[config.mk]
export PLATFORM = sky130hd
export DESIGN_NAME = bus_init_port
export DESIGN_NICKNAME = d
export VERILOG_FILES = /design/src/rtl/bus_pkg.sv /design/src/rtl/init_serializer.sv /design/src/rtl/bus_init_port.sv
export SDC_FILE = /design/constraint.sdc
export NUM_CORES = 1
export LEC_CHECK = 0
export ABC_AREA = 1
export CAP_MARGIN = 0
export CORE_MARGIN = 3
export CORE_UTILIZATION = 35
export CTS_CLUSTER_SIZE = 16
export DETAILED_ROUTE_END_ITERATION = 6
export SYNTH_ARGS = -nofsm -noshare
export SYNTH_HDL_FRONTEND = slang
export SYNTH_SLANG_ARGS = --single-unit
[constraint.sdc]
create_clock -name clk -period 5.75 [get_ports clk]
set_input_delay 1.15 -clock clk [delete_from_list [all_inputs] [get_ports clk]]
set_output_delay 1.15 -clock clk [all_outputs]
set_load 0.02 [all_outputs]
[src/rtl/bus_pkg.sv]
// Shared widths and state encoding for the bus initiator port.
package bus_pkg;

  localparam int ADDR_W = 16;
  localparam int DATA_W = 8;

  typedef enum logic [2:0] {
    IDLE  = 3'd0,
    REQ   = 3'd1,
    ADDR  = 3'd2,
    ACK   = 3'd3,
    WDATA = 3'd4,
    RDATA = 3'd5,
    SPLIT = 3'd6,
    DONE  = 3'd7
  } init_state_t;

  // States in which the port holds a request towards the arbiter.
  function automatic logic owns_bus(init_state_t s);
    return s inside {REQ, ADDR, ACK, WDATA, RDATA};
  endfunction

endpackage

[src/rtl/init_serializer.sv]
// Parallel-load, LSB-first serial shifter with a bit counter; shared by the
// address and write-data phases.
module init_serializer
  import bus_pkg::*;
#(
  parameter int W = ADDR_W
) (
  input  logic         clk,
  input  logic         rst,
  input  logic         load,
  input  logic         shift,
  input  logic [W-1:0] din,
  output logic         bit_out,
  output logic [4:0]   bit_cnt
);

  logic [W-1:0] sh;

  // The shifter drains to zero, so the serial line idles low between phases.
  always_ff @(posedge clk or posedge rst) begin
    if (rst) begin
      sh      <= '0;
      bit_cnt <= '0;
    end else if (load) begin
      sh      <= din;
      bit_cnt <= '0;
    end else if (shift) begin
      sh      <= sh >> 1;
      bit_cnt <= bit_cnt + 5'd1;
    end
  end

  assign bit_out = sh[0];

endmodule

[src/rtl/bus_init_port.sv]
// Bus initiator: accepts one master transfer, arbitrates, serialises address
// and write data, collects serial read data, and handles split re-grants.
module bus_init_port
  import bus_pkg::*;
#(
  parameter int ACK_TIMEOUT = 32
) (
  input  logic              clk,
  input  logic              rst,
  input  logic              m_req,
  input  logic              m_rw,
  input  logic [ADDR_W-1:0] m_addr,
  input  logic [DATA_W-1:0] m_wdata,
  output logic              m_ready,
  output logic [DATA_W-1:0] m_rdata,
  output logic              m_rdata_valid,
  output logic              m_done,
  output logic              m_err,
  output logic              bus_req,
  input  logic              arbiter_grant,
  output logic              bus_data_out,
  output logic              bus_data_out_valid,
  output logic              bus_mode,
  output logic              bus_rw,
  input  logic              bus_data_in,
  input  logic              bus_data_in_valid,
  input  logic              bus_s_ack,
  input  logic              bus_split_ack,
  output logic [2:0]        dbg_state
);

  localparam int TO_W = $clog2(ACK_TIMEOUT + 1);

  // Handshake: a master request is taken on any rising edge where m_req and
  // m_ready are both high; bus_data_out / bus_data_in are meaningful only in
  // cycles where their *_valid qualifier is high, with no back-pressure.
  init_state_t       state, state_nx;
  logic              rw_q;
  logic [ADDR_W-1:0] addr_q;
  logic [DATA_W-1:0] wdata_q;
  logic [TO_W-1:0]   to_cnt;
  logic [4:0]        rd_cnt;
  logic [DATA_W-1:0] rd_sh;

  logic              accept;
  logic              to_hit;
  logic              to_inc;
  logic              rd_take;
  logic              rd_last;
  logic              abort;
  logic              ser_load;
  logic              ser_shift;
  logic [ADDR_W-1:0] ser_din;
  logic [4:0]        ser_cnt;
  logic              ser_bit;

  assign accept    = m_req && m_ready;
  assign to_hit    = (to_cnt == TO_W'(ACK_TIMEOUT - 1));
  assign dbg_state = state;

  init_serializer #(.W(ADDR_W)) u_ser (
    .clk     (clk),
    .rst     (rst),
    .load    (ser_load),
    .shift   (ser_shift),
    .din     (ser_din),
    .bit_out (ser_bit),
    .bit_cnt (ser_cnt)
  );

  assign bus_data_out = ser_bit;

  always_comb begin
    state_nx  = state;
    ser_load  = 1'b0;
    ser_shift = 1'b0;
    ser_din   = '0;
    to_inc    = 1'b0;
    rd_take   = 1'b0;
    rd_last   = 1'b0;
    abort     = 1'b0;
    unique case (state)
      IDLE: if (accept) state_nx = REQ;
      REQ: begin
        if (arbiter_grant) begin
          state_nx = ADDR;
          ser_load = 1'b1;
          ser_din  = addr_q;
        end
      end
      ADDR: begin
        ser_shift = 1'b1;
        if (ser_cnt == 5'(ADDR_W - 1)) state_nx = ACK;
      end
      ACK: begin
        // A split answer outranks a simultaneous accept, but only for reads.
        if (bus_split_ack && !rw_q) begin
          state_nx = SPLIT;
        end else if (bus_s_ack) begin
          if (rw_q) begin
            state_nx = WDATA;
            ser_load = 1'b1;
            ser_din  = ADDR_W'(wdata_q);
          end else begin
            state_nx = RDATA;
          end
        end else if (to_hit) begin
          state_nx = DONE;
          abort    = 1'b1;
        end else begin
          to_inc = 1'b1;
        end
      end
      WDATA: begin
        ser_shift = 1'b1;
        if (ser_cnt == 5'(DATA_W - 1)) state_nx = DONE;
      end
      RDATA: begin
        if (bus_data_in_valid) begin
          rd_take = 1'b1;
          if (rd_cnt == 5'(DATA_W - 1)) begin
            rd_last  = 1'b1;
            state_nx = DONE;
          end
        end else if (to_hit) begin
          state_nx = DONE;
          abort    = 1'b1;
        end else begin
          to_inc = 1'b1;
        end
      end
      SPLIT: if (arbiter_grant) state_nx = RDATA;
      DONE:  state_nx = IDLE;
      default: state_nx = IDLE;
    endcase
  end

  always_ff @(posedge clk or posedge rst) begin
    if (rst) begin
      state              <= IDLE;
      rw_q               <= 1'b0;
      addr_q             <= '0;
      wdata_q            <= '0;
      to_cnt             <= '0;
      rd_cnt             <= '0;
      rd_sh              <= '0;
      m_ready            <= 1'b0;
      m_rdata            <= '0;
      m_rdata_valid      <= 1'b0;
      m_done             <= 1'b0;
      m_err              <= 1'b0;
      bus_req            <= 1'b0;
      bus_data_out_valid <= 1'b0;
      bus_mode           <= 1'b0;
      bus_rw             <= 1'b0;
    end else begin
      state <= state_nx;
      if (accept) begin
        rw_q    <= m_rw;
        addr_q  <= m_addr;
        wdata_q <= m_wdata;
        rd_cnt  <= '0;
      end else if (rd_take) begin
        rd_cnt <= rd_cnt + 5'd1;
      end
      // Timeout restarts on every state change and every received read bit;
      // in SPLIT nothing increments it, so it simply holds.
      if ((state_nx != state) || rd_take) begin
        to_cnt <= '0;
      end else if (to_inc) begin
        to_cnt <= to_cnt + TO_W'(1);
      end
      if (rd_take) rd_sh[rd_cnt[2:0]] <= bus_data_in;
      if (rd_last) m_rdata <= {bus_data_in, rd_sh[DATA_W-2:0]};
      // Outputs are decoded from the next state so they line up with it.
      m_ready            <= (state_nx == IDLE);
      m_done             <= (state_nx == DONE);
      m_err              <= abort;
      m_rdata_valid      <= rd_last;
      bus_req            <= owns_bus(state_nx);
      bus_data_out_valid <= (state_nx inside {ADDR, WDATA});
      bus_mode           <= (state_nx inside {WDATA, RDATA});
      bus_rw             <= (state_nx inside {ADDR, ACK, WDATA, RDATA, SPLIT, DONE})
                            ? rw_q : 1'b0;
    end
  end

endmodule

# --- After elaboration in Yosys (flattened, before gate mapping) ---
# Index checks and enable logic that the tools add are counted.
word_totals:
  register_bits: 84
  wordCells: 107
  input_bits: 33
  latch_bits: 0
  mem_count: 0
  mem_bits_rw: 0
  output_inout_bits: 20
  rom_bits: 0
op_classes:
  n_shift: 0
  n_bitwise: 0
  reduce_logical: 15
  add_sub_neg: 3
  eq_ne: 19
  mux: 50
  n_div: 0
  multipliers: 0
  n_lt_le_gt_ge: 2
op_table:
  columns: ["cell", "n"]
  rows:
  - ["$mux W16", 3]
  - ["$pmux W16 S2", 1]
  - ["$mux W3", 10]
  - ["$eq A3 B3 Y1 const B", 8]
  - ["$mux W8", 3]
  - ["$pmux W3 S8", 1]
  - ["$mux W1", 21]
  - ["$mux W5", 4]
  - ["$eq A3 B2 Y1 const B", 4]
  - ["$mux W6", 2]
  - ["$add A5 B1 Y5 const B", 2]
  - ["$eq A5 B3 Y1 const B", 2]
  - ["$reduce_bool A2 Y1", 5]
  - ["$bwmux W8", 1]
  - ["$add A6 B1 Y6 const B", 1]
  - ["$eq A3 B1 Y1 const B", 2]
  - ["$eq A6 B5 Y1 const B", 1]
  - ["$logic_not A3 Y1", 2]
  - ["$pmux W1 S2", 3]
  - ["$reduce_bool A6 Y1", 1]
  - ["$eq A5 B4 Y1 const B", 1]
  - ["$reduce_bool A5 Y1", 1]
  - ["$lt A3 B4 Y1 const B", 1]
  - ["$demux W1 S3", 1]
  - ["6 further kinds", 8]

# --- Depth between registers and ports, before layout ---
logic_depth:
  depth_word: 8
  depth_mapped: 12
  depth_no_buf: 12

# --- Cells and area by module ---
# From an unflattened synthesis, not the netlist that was laid out.
unflattened:
  hier_cells: 459
  hier_area_um2: 3928.8
by_module_without_submodules:
  columns: ["module", "seq_area_each_um2", "cells_each", "area_each_um2", "n_inst"]
  rows:
  - ["bus_init_port", 1551.5, 346, 2967.8, 1]
  - ["init_serializer", 525.5, 113, 960.9, 1]

# --- Worst setup path before layout ---
# No wires, ideal clock.
synth_path:
  kind: "input-to-reg"
  startpoint: "input bus_s_ack"
  endpoint: "register u_ser.sh[4]"
  required_ns: 5.625
  path_slack_ns: 3.603
  arrival_ns: 2.022
  n_path_buf: 0
  cell_stages: 5
  setup_time_ns: 0.125
  path_cell_list: "nand2_1 > nor3_4 > nor2_4 > nand2_2 > mux2_2"
synth_via:
  elab_chain_len: 4
  word_cells_on_any_way: 8
  classes_between: "mux: 7; reduce/logical: 1"
synth_lines:
  columns: ["item", "line", "source"]
  rows:
  - ["from (decl)", "bus_init_port.sv:27", "input logic bus_s_ack,"]
  - ["$mux W8 or $mux W1 (tied branches)", "bus_init_port.sv:99", "end else if (bus_s_ack) begin"]
  - ["$mux W8 or $mux W1 (tied branches)", "bus_init_port.sv:97", "if (bus_split_ack && !rw_q) begin"]
  - ["$pmux W16 S2 or $pmux W1 S2 (tied branches)", "bus_init_port.sv:82", "unique case (state)"]
  - ["$mux W16 or $reduce_bool A2 Y1 (tied branches)", null, null]
  - ["to (signal assigned)", "init_serializer.sv:25", "sh <= din;"]
  - ["to (signal assigned)", "init_serializer.sv:28", "sh <= sh >> 1;"]
  - ["to (decl)", "init_serializer.sv:17", "logic [W-1:0] sh;"]
# Several ways; a longest one is shown, not always the timed one.
# A chain may end at the register's enable or synchronous reset.

# --- Worst setup path in the final report ---
layout_path:
  startpoint: "input m_req"
  endpoint: "register rd_cnt[1]"
layout_via:
  elab_chain_len: 2
  word_cells_on_any_way: 3
  classes_between: "mux: 1; reduce/logical: 2"
layout_lines:
  columns: ["item", "line", "source"]
  rows:
  - ["from (decl)", "bus_init_port.sv:10", "input logic m_req,"]
  - ["$logic_and A1 B1 Y1 *", "bus_init_port.sv:57", "assign accept = m_req && m_ready;"]
  - ["$mux W5 or $reduce_bool A2 Y1 (tied branches)", null, null]
  - ["to (signal assigned)", "bus_init_port.sv:164", "rd_cnt <= rd_cnt + 5'd1;"]
  - ["to (decl)", "bus_init_port.sv:42", "logic [4:0] rd_cnt;"]
# Mark *: on every way between the ends. The rest lies on a longest branch, timed or not.

==> reports/results.txt <==
Num CTS Buffers: 9
worst path cell trace: clkdlybuf4s50_1, nand2_1, inv_1, a211oi_1
first-pass GRT wire length: 13250 um
Vias: 2926
slowest CP cell: inv_1
Clk Latency, worst-skew pair: 0.35 ns
final net count: 523
most frequent cells in the layout: nand2_1 (143), dfrtp_1 (83), clkdlybuf4s50_1 (52), nor2_1 (46), inv_1 (35)
data required time of the worst path: 6.01 ns
root buffer cell: clkbuf_8
Clk network pwr share: 23.4%
# rows: 37
layout cells sized above 1: 7.755%
clock skew: 0.01007 ns
Worst Max-Slew Pin Slew: 1.044 ns
Residual DRC: 0
worst min path class: reg2reg
max cap viols: 0
max frequency: 0.3327 GHz
vias in the first global route: 2812
Seq cells post-synth: 83
number of gates resized after CTS: 0
Crit path depth: 4
Switch Pwr: 798.6 uW
Final GP Congestion: 0.7980
most common cell after layout, fill and taps aside: nand2_1
fill count: 1035
period utilisation layout: 52.27%
CTS tree: built
Slew Viols, Final: 0
Max clock buf depth: 2
status: finished, final reports clean
Seq/Total Area, Yosys: 55.72%
combinational share of power: 34.2%
die height: 109.2 um
Fin. Hold Viols: 0
post-DR vias/cell: 4.674
die area: 11920 um^2
unrepaired setup endpoints after global routing: false
Fin Setup TNS: 0 ns
leakage power: 2.212 nW
worst relative slew slack: 30.42%
R2R depth: 6
Synth Instances: 433
Antenna Cells: 0
Worst Path Buf+Inv: 2
DP Worst Slack: 2.282 ns
Crit Path Class: in2reg
synthesized area per cell: 8.608 um^2
largest net degree at the start of global routing: 84
gr ovfl total: 0
cell internal pwr: 1.352 mW
IO Count: 53
# port buffers: 52
synthesis-to-finish area growth: 23.70%
Die Wd: 109.2 um
area of the mapped netlist: 3727 um^2
Max VDD drop: 0.1700 mV
H-tree Lvls: 3
core area: 10320 um^2
Worst EP arrival: 3.26 ns
clock tree sinks: 83
Critical Path Fanout Max: 29
Final ANT Viol Nets: 0
CP Launch Type: input port
clk slew on worst S/H paths: 0.09 ns
DP HPWL: 5316 um
Sw Share: 37.14%
Synth Warn #: 0
WL/cell: 12.38 um
Initial Util: 36.10%
endpoints failing setup: 0
drt first pass iters: 4
min Tclk post-route: 3.006 ns
Worst Setup Slack, final: 2.744 ns
Total GRT Usage: 14.06%
buffer count from post-CTS setup fixing: 0
Starting DRT DRC Count: 173
Total Power: 2.150 mW
Cell Pwr Density: 466.4 nW/um^2
crit path capture type: register
drt total wl: 7751 um
Slowest Stage Delay on Critical Path: 0.68 ns
initial antenna violation count: 0
hold buffer count at cts: 0
Hold Path Cell Cnt: 2
Mapped Nets: 470
Crit path max-delay family: buffers and inverters
Reg power frac: 42.4%
post-synth cell types: 38
## state kept, by name, indices dropped and copies added (netlist names), 3 cells and up
register	count
u_ser.bit_cnt	5
addr_q	16
u_ser.sh	16
to_cnt	6
rd_cnt	5
rd_sh	7
m_rdata	8
wdata_q	8
dbg_state	3
## cell type report
type	instances	area [um^2]	share of cell area, %
timing repair buffer	53	528.0	11.45
tap	136	170.2	3.691
clock buffer	9	123.9	2.687
inverter	38	143.9	3.121
clock inverter	6	115.1	2.497
multi-input combinational	301	1453	31.51
sequential	83	2077	45.05
## worst min-delay path: cells and delay by family, from the launching register on
| family | cells | cell delay (ns) |
|---|---|---|
| flops | 1 | 0.35 |
| simple gates | 2 | 0.09 |
## path summary, 6_finish.rpt
check	startpoint	end	slack (ns)
max	m_req	rd_cnt[1]	2.74
min	rd_sh[3]	m_rdata[3]	0.47
max reg2reg	dbg_state[1]	u_ser.sh[4]	3.50
min reg2reg	rd_sh[3]	m_rdata[3]	0.47
max in group asynchronous	rst	rd_sh[4]	3.63
min in group asynchronous	rst	bus_data_out_valid	1.41
## metrics by stage
step	cell area [um^2]	instances	util [%]	hold slack [ns]
finish	4611	626	44.66	0.4734
global route	4611	626	44.66	0.5110
CTS	4611	626	44.66	0.4774
detailed placement	4372	611	42.35	0.4562
global placement	4372	611	42.35	0.4581
floorplan	3727	433	-	0.4422
## kinds of logic after synthesis
| kind of cell | after synthesis | synth area share [%] |
|---|---|---|
| AOI/OAI and AO/OA | 65 | 9.903 |
| xor gates and xnor gates | 4 | 0.9401 |
| muxes | 1 | 0.3021 |
| buffers and inverters | 49 | 5.304 |
| DFF | 83 | 55.72 |
| adders and majority gates | 4 | 1.343 |
| and+or+nand+nor | 227 | 26.49 |
## cells in the mapped netlist
cell      number  area [um^2]
nor3b_1        1        7.510
or2_2          1        6.260
buf_4          1        7.510
a22oi_1        8        60.06
ha_1           4        50.05
nand2_4        2        22.52
o211ai_1       1        7.510
nand2_2        4        25.02
nor3_2         2        20.02
o22ai_1        1        6.260
nor2_4         4        45.04
mux2_2         1        11.26
clkbuf_1       6        22.52
xor2_1         3        26.28
o21a_1         1        7.510
o21ai_2        1        8.760
nor2_1        46        172.7
nand3_2        2        20.02
buf_2          1        5.000
nor2_2         1        6.260
nor3_1         5        25.02
o21ai_0       24        120.1
inv_2          2        7.510
xnor2_1        1        8.760
nand3b_1       2        15.01
buf_6          1        11.26
dfrtp_1       83         2077
a31oi_1        7        43.79
nor3_4         1        16.27
a21oi_1       19        95.09
o21ai_1        1        5.000
buf_1          1        3.750
nand4_1        3        18.77
inv_1         36        135.1
nand3_1       10        50.05
a211oi_1       2        15.01
nand2_1      143        536.8
clkbuf_2       1        5.000
## layer usage
layer	up-vias	track usage [%]	share of wire [%]
met5	-	0	0
met4	0	4.007	1.1
met3	9	3.079	6.2
met2	71	21.75	45
met1	1358	19.90	48
li1	1488	-	-
## power by group through the flow
stage | Clock [mW] | Sequential [mW] | Combinational [mW]
floorplan | 0 | 0.928 | 0.524
global placement | 0 | 0.916 | 0.724
detailed placement | 0 | 0.921 | 0.746
CTS | 0.513 | 0.911 | 0.748
global route | 0.537 | 0.940 | 0.845
finish | 0.503 | 0.912 | 0.735
No activity file was read; power rests on OpenSTA's default activity.
